### config.mk
export PLATFORM = sky130hd
export DESIGN_NAME = reg_wr_arbiter
export DESIGN_NICKNAME = d
export VERILOG_FILES = /design/src/rtl/reg_wr_arbiter_pkg.sv /design/src/rtl/reg_wr_arbiter_pick.sv /design/src/rtl/reg_wr_arbiter.sv
export SDC_FILE = /design/constraint.sdc
export NUM_CORES = 1
export LEC_CHECK = 0
export BUFFER_PORTS_ARGS = -buffer_cell sky130_fd_sc_hd__buf_2
export CORE_UTILIZATION = 27
export DETAILED_ROUTE_END_ITERATION = 10
export SYNTH_ARGS = -nofsm -noshare
export SYNTH_HDL_FRONTEND = slang
export SYNTH_HIERARCHICAL = 1
export SYNTH_SLANG_ARGS = --single-unit
### constraint.sdc
create_clock -name clk -period 2.9 [get_ports clk]
set_input_delay 0.29 -clock clk [delete_from_list [all_inputs] [get_ports clk]]
set_output_delay 0.29 -clock clk [all_outputs]
set_load 0.02 [all_outputs]
### src/rtl/reg_wr_arbiter_pkg.sv
// Shared defaults and FSM encoding for the round-robin register write arbiter.
package reg_wr_arbiter_pkg;

  localparam int unsigned RW_N_DEF     = 4;
  localparam int unsigned RW_WIDTH_DEF = 16;

  typedef enum logic [1:0] {
    IDLE  = 2'b00,
    WRITE = 2'b01,
    ACK   = 2'b10
  } rw_state_e;

endpackage

### src/rtl/reg_wr_arbiter_pick.sv
// Combinational round-robin picker: first set request scanning from last+1 modulo N.
module rr_arb_pick #(
  parameter int unsigned N  = 4,
  parameter int unsigned IW = 2
) (
  input  logic [N-1:0]  req,
  input  logic [IW-1:0] last,
  output logic          valid,
  output logic [IW-1:0] win
);

  int unsigned w_idx;

  always_comb begin
    valid = 1'b0;
    win   = '0;
    w_idx = 0;
    for (int unsigned i = 1; i <= N; i++) begin
      w_idx = (32'(last) + i) % N;
      if (!valid && req[w_idx]) begin
        valid = 1'b1;
        win   = IW'(w_idx);
      end
    end
  end

endmodule

### src/rtl/reg_wr_arbiter.sv
// Round-robin arbiter owning the write port of one enabled storage register.
module reg_wr_arbiter
  import reg_wr_arbiter_pkg::*;
#(
  parameter int unsigned N     = RW_N_DEF,
  parameter int unsigned WIDTH = RW_WIDTH_DEF
) (
  input  logic                   clk,
  input  logic                   rst_n,
  input  logic [N-1:0]           req,
  input  logic [N*WIDTH-1:0]     data,
  output logic [N-1:0]           gnt,
  output logic [N-1:0]           ack,
  output logic                   ena,
  output logic [WIDTH-1:0]       d,
  output logic [WIDTH-1:0]       q,
  output logic [$clog2(N)-1:0]   owner,
  output logic                   busy
);

  localparam int unsigned IW = $clog2(N);

  rw_state_e        r_state, w_state_nxt;
  logic [N-1:0]     r_gnt, w_gnt_nxt;
  logic [N-1:0]     r_ack, w_ack_nxt;
  logic             r_ena, w_ena_nxt;
  logic [WIDTH-1:0] r_d, w_d_nxt;
  logic [WIDTH-1:0] r_q, w_q_nxt;
  logic [IW-1:0]    r_owner, w_owner_nxt;
  logic [IW-1:0]    r_last, w_last_nxt;
  logic             r_busy, w_busy_nxt;
  logic             w_valid;
  logic [IW-1:0]    w_win;

  rr_arb_pick #(.N(N), .IW(IW)) u_pick (
    .req   (req),
    .last  (r_last),
    .valid (w_valid),
    .win   (w_win)
  );

  // State and all outputs registered together; r_last doubles as the current winner.
  always_ff @(posedge clk or negedge rst_n) begin
    if (!rst_n) begin
      r_state <= IDLE;
      r_gnt   <= '0;
      r_ack   <= '0;
      r_ena   <= 1'b0;
      r_d     <= '0;
      r_q     <= '0;
      r_owner <= '0;
      r_last  <= IW'(N - 1);
      r_busy  <= 1'b0;
    end else begin
      r_state <= w_state_nxt;
      r_gnt   <= w_gnt_nxt;
      r_ack   <= w_ack_nxt;
      r_ena   <= w_ena_nxt;
      r_d     <= w_d_nxt;
      r_q     <= w_q_nxt;
      r_owner <= w_owner_nxt;
      r_last  <= w_last_nxt;
      r_busy  <= w_busy_nxt;
    end
  end

  always_comb begin
    w_state_nxt = r_state;
    w_gnt_nxt   = r_gnt;
    w_ack_nxt   = '0;
    w_ena_nxt   = 1'b0;
    w_d_nxt     = r_d;
    w_q_nxt     = r_q;
    w_owner_nxt = r_owner;
    w_last_nxt  = r_last;
    unique case (r_state)
      IDLE: begin
        w_gnt_nxt = '0;
        w_d_nxt   = '0;
        if (w_valid) begin
          w_gnt_nxt   = N'(1) << w_win;
          w_d_nxt     = data[32'(w_win)*WIDTH +: WIDTH];
          w_ena_nxt   = 1'b1;
          w_last_nxt  = w_win;
          w_state_nxt = WRITE;
        end
      end
      WRITE: begin
        w_q_nxt     = r_d;
        w_owner_nxt = r_last;
        w_ack_nxt   = r_gnt;
        w_state_nxt = ACK;
      end
      ACK: begin
        w_gnt_nxt   = '0;
        w_state_nxt = IDLE;
      end
      default: begin
        w_gnt_nxt   = '0;
        w_state_nxt = IDLE;
      end
    endcase
    w_busy_nxt = (w_state_nxt != IDLE);
  end

  assign gnt   = r_gnt;
  assign ack   = r_ack;
  assign ena   = r_ena;
  assign d     = r_d;
  assign q     = r_q;
  assign owner = r_owner;
  assign busy  = r_busy;

endmodule
# == Word-level counts from Yosys, hierarchy flattened ==
# Cells that the tools add are included.
# word_totals
romBits,0
ramBits,0
n_memories,0
latch_bits,0
reg_bits,48
# op_classes
n_shift,2
mux,24
n_eq_ne,1
n_mul,0
n_lt_le_gt_ge,4
n_addsub,4
div,0
n_reduce_logical,9
bitwise_logic,0
# ops
operator,n
$shiftx 64x7->16,1
$mux 16,1
$lt 2x3->1 const B,4
$mux 1,10
$mux 2,5
$bmux 1 s2,4
$mux 4,2
$pmux 4 s2,1
$add 2x1->2 const B,2
$add 2x2->2 const B,2
$pmux 2 s2,1
$shl 1x2->4 const A,1
$logic_and 1x1->1,3
$logic_not 1->1,3
$eq 2x1->1 const B,1
$logic_not 2->1,1
$reduce_and 2->1,1
$reduce_bool 2->1,1

# == Depth between registers and ports, before layout ==
# depth
depth_word,16
ltp_mapped,6
ltp_nobuf,5

# == Cells and area by module ==
# Netlist, hierarchy kept.
# modules_own_cells
mod,cells_each,instances,area_each_um2,seq_area_each_um2
reg_wr_arbiter,134,1,2185.8,1203.7
rr_arb_pick,14,1,91.3,0.0

# == Worst setup path before layout ==
# Ideal clock, no wire load.
# synth_timing
path_type,register to register
startpoint,register r_last[1]
endpoint,register r_d[0] (netlist: d[0])
stages_incl_launch_ff,7
slack_ns,0.911
n_path_buf,1
required_time_ns,2.779
period_less_slack_ns,1.989
arrival_ns,1.868
cell_sequence,dfstp_2 > nand2b_1 > a21oi_2 > o221ai_2 > buf_6 > mux4_2 > a22o_1
# synth_via
elab_chain_len,15
word_cells_on_any_way,28
cone_classes,add/sub: 4; shift: 1; mux: 17; reduce/logical: 6
# synth_rtl
element,line_no,source
start: declaration,reg_wr_arbiter.sv:30,"logic [IW-1:0] r_last, w_last_nxt;"
start signal: assignment,reg_wr_arbiter.sv:52,r_last <= IW'(N - 1);
start signal: assignment,reg_wr_arbiter.sv:62,r_last <= w_last_nxt;
$add 2x1->2,reg_wr_arbiter_pick.sv:19,w_idx = (32'(last) + i) % N;
$bmux 1 s2,reg_wr_arbiter_pick.sv:20,if (!valid && req[w_idx]) begin
$mux 1 (implied by the code),reg_wr_arbiter_pick.sv:20,
$mux 1,reg_wr_arbiter_pick.sv:20,
$logic_not 1->1,reg_wr_arbiter_pick.sv:20,
$logic_and 1x1->1,reg_wr_arbiter_pick.sv:20,
$mux 1,reg_wr_arbiter_pick.sv:20,
$logic_not 1->1,reg_wr_arbiter_pick.sv:20,
$logic_and 1x1->1,reg_wr_arbiter_pick.sv:20,
$mux 1,reg_wr_arbiter_pick.sv:20,
$logic_not 1->1,reg_wr_arbiter_pick.sv:20,
$logic_and 1x1->1,reg_wr_arbiter_pick.sv:20,
$mux 2 (*),reg_wr_arbiter_pick.sv:20,
via w_win[0],reg_wr_arbiter.sv:33,logic [IW-1:0] w_win;
$shiftx 64x7->16 (*),reg_wr_arbiter.sv:82,w_d_nxt = data[32'(w_win)*WIDTH +: WIDTH];
$mux 16 (*),reg_wr_arbiter.sv:80,if (w_valid) begin
end signal: assignment,reg_wr_arbiter.sv:59,r_d <= w_d_nxt;
end: declaration,reg_wr_arbiter.sv:27,"logic [WIDTH-1:0] r_d, w_d_nxt;"
# The timed path passes the listed nets; every way through them passes the cells marked *. The select of a mux whose other input is x is not followed.
# A chain may end at the register's enable or synchronous reset.

# == Final worst setup path ==
# layout_timing
startpoint,register r_last[1]
endpoint,register r_d[9] (netlist: d[9])
# Same word-level chain as after synthesis.

==> run_results.csv <==
group,metric,value,unit
layout,drive_above_1_share,0.636,
timing,total_negative_setup_slack,0,ns
yosys,synth-warning-count,6,
timing,post-route-period-util,0.815,
yosys,synth.yosys.seq_area_share,0.529,
route,detail_route.vias_per_cell,4.67,
yosys,post_synth_num_cell_types,29,
global_route,initial_antenna_violation_count,0,
timing,hold_violations,0,
global_route,gr-usage-all-layers,0.141,
timing,slew_limit_fails,0,
die,floorplan.initialDensity,0.279,
clock_tree,clk_root_buffer_cell,"clkbuf_8",
route,via_count,1723,
clock_tree,clk_pin_slew_worst_paths,0.09,ns
layout,final_cells,369,
clock_tree,insertion_delay,0.30,ns
run,maximum_capacitance_violations,0,
timing,max_freq,423,MHz
power,power-per-cell-area,1160,nW/um^2
clock_tree,cts_tree,"done",
yosys,synth_fp_nets,218,
clock_tree,clock_buffer_depth,2,
timing,layout_min_cycle_time,2.36,ns
clock_tree,cts_resized,0,
outcome,outcome,"finished, final reports clean",
clock_tree,clock_tree.htree_level_count,2,
place,port-buffer-count,113,
die,boundaryPins,114,
route,drt_first_iter_violations,33,
place,routabilityCongestion,0.765,
yosys,synth_largest_type_area_fraction,0.505,
timing,final.setup_skew,0.00665,ns
critical_path,start_kind,"register",
critical_path,timing.critical_path.fanout_max,13,
timing,unrepaired_setup_endpoints_after_global_routing,"false",
power,max_rail_drop_vdd,0.000385,V
route,drc,0,
place,dp_slack,0.503,ns
die,floorplan.core_area,8180,um^2
power,leakage,1.52,nW
layout,final_area,3080,um^2
route,routedWlPerCell,16.3,um
yosys,syn-instance-count,148,
critical_path,critical_path.reg2reg.endpoint,"d[9]$_DFFE_PN0N_",
global_route,grt_first_pass_wirelength,9.26,mm
critical_path,cp-end-kind,"register",
critical_path,arrival,2.56,ns
critical_path,reg2regPathDepth,6,
hold_path,hold_path_class,"primary input to asynchronous set/reset pin",
yosys,synth_seq_cells,48,
timing,tightest_slew,0.825,ns
global_route,gr-total-overflow,0,
yosys,post_synth.cell_area_avg,15.4,um^2
yosys,synth.area.top_cells,"dfrtp_1 (51%), mux4_2 (15%), mux2_2 (8.9%)",
critical_path,timing.rr.start,"r_last[1]$_DFFE_PN1P_",
place,placed_cell_area,2950,um^2
global_route,grt_pass1_vias,1746,
die,fp.dieArea,8810,um^2
timing,relative_slew_slack,0.450,
global_route,largest_net_degree_at_the_start_of_global_routing,36,
route,drt_wl_total,6.03,mm
route,drt.antenna.violating_nets,0,
critical_path,critical_path_class,"register to register",
clock_tree,cts-hold-fix-buffers,0,
die,dieHeight,93.8,um
layout,area_growth_syn_to_layout,35.2,%
critical_path,timing.reg2reg.setup_slack,0.54,ns
die,std_cell_rows,33,
critical_path,critPathRequiredTime,3.10,ns
clock_tree,tritoncts.num_buffers,5,
die,fp.dieW,93.8,um
timing,setup_viol,0,
place,dpl.cell_count,361,
clock_tree,clock-sinks,48,
place,place_hpwl,4.43,mm
clock_tree,post-cts-setup-buffers,0,
yosys,post_synth_instance_area,2280,um^2
timing,finalWorstSetupSlack,0.537,ns
yosys,cell_taking_the_most_area_after_synthesis,"dfrtp_1",
route,dr_pass1_iterations,4,
layout,final_nets,333,
layout,antenna-diode-count,0,
state kept, by name (all words and copies together), names as in the netlist:
name     count
d           16
q           16
ack          4
gnt          4
owner        2
r_last       2
r_state      2
busy         1
ena          1
metal layers:
metal  track usage  wire, um  share of wire
met5             0         0              0
met3        0.0340       368          0.061
met2         0.235      2910           0.48
met4        0.0346        55         0.0091
met1         0.183      2690           0.45
cell usage after synthesis:
library cell  count
mux4_1            1
mux2i_1           1
and2b_1           1
buf_4             1
nand4bb_1         2
inv_1             2
buf_6             6
or4b_1            1
a31oi_1           1
a22o_1           16
nand2_1           5
clkbuf_2          1
buf_2             2
a21oi_2           1
nand2b_1          4
nand4b_1          1
nor3b_1           1
dfrtp_1          46
and2_1            4
clkbuf_1          1
mux2_2           18
o221ai_2          1
nor3b_4           1
nor2_1            4
mux4_2           15
mux2_4            2
or2_1             1
dfstp_2           2
a21oi_1           6
cell type report:
cell class	count	area, um^2
fill	832	5100
sequential	48	1200
multi-input combinational	87	987
timing repair buffer	119	623
tap	105	131
clock buffer	7	96.3
clock inverter	1	30.0
inverter	2	7.51
report_power, final:
group | internal (mW) | switching, mW
registers | 1.00 | 0.237
logic | 0.849 | 0.946
clock network | 0.305 | 0.230
total | 2.15 | 1.41
logic make-up after synthesis:
logic type,after synthesis,share of synthesized area
muxes,37,0.266
AOI/OAI and AO/OA,25,0.0879
and+or+nand+nor,25,0.0725
DFF,48,0.529
buffers and inverters,13,0.0445
through the flow:
stage	util	hold slack (ns)	power [mW]
2_1_floorplan	-	-0.00559	2.53
3_3_place_gp	0.361	0.424	3.04
3_5_place_dp	0.361	0.429	3.08
4_1_cts	0.377	0.0967	3.63
5_1_grt	0.377	0.138	3.81
6_report	0.377	0.0852	3.57
layout by cell type (no fill, tap or decap), types with 2 or more instances in the layout:
| cell type | n |
|---|---|
| nand4bb_1 | 2 |
| inv_1 | 2 |
| dfstp_2 | 2 |
| nand2_1 | 5 |
| buf_2 | 113 |
| a21oi_1 | 5 |
| clkbuf_8 | 7 |
| mux2_4 | 2 |
| a22o_1 | 16 |
| buf_4 | 5 |
| mux2_2 | 18 |
| mux4_2 | 15 |
| nor2_1 | 4 |
| nand2b_1 | 4 |
| a21oi_2 | 2 |
| and2_1 | 4 |
| dfrtp_1 | 46 |
critical path: stages (launching register included):
cell and delay [ns]:
dfstp_2 0.60, nand2b_1 0.14, a21oi_2 0.07, o221ai_4 0.47, buf_12 0.23, mux4_1 0.54
a22o_1 0.20
how the worst max path moves through the flow:
stage / start / to / cells past startpoint / slack [ns]
6_report: r_last[1]$_DFFE_PN1P_ / d[9]$_DFFE_PN0N_ / 6 / 0.54
5_1_grt: r_last[1]$_DFFE_PN1P_ / d[9]$_DFFE_PN0N_ / 6 / 0.37
4_1_cts: r_last[1]$_DFFE_PN1P_ / d[9]$_DFFE_PN0N_ / 6 / 0.49
3_5_place_dp: r_last[1]$_DFFE_PN1P_ / d[9]$_DFFE_PN0N_ / 6 / 0.50
3_3_place_gp: r_last[1]$_DFFE_PN1P_ / d[9]$_DFFE_PN0N_ / 6 / 0.53
2_1_floorplan: r_last[1]$_DFFE_PN1P_ / d[0]$_DFFE_PN0N_ / 6 / 0.91
(Power assumes the default switching activity.)
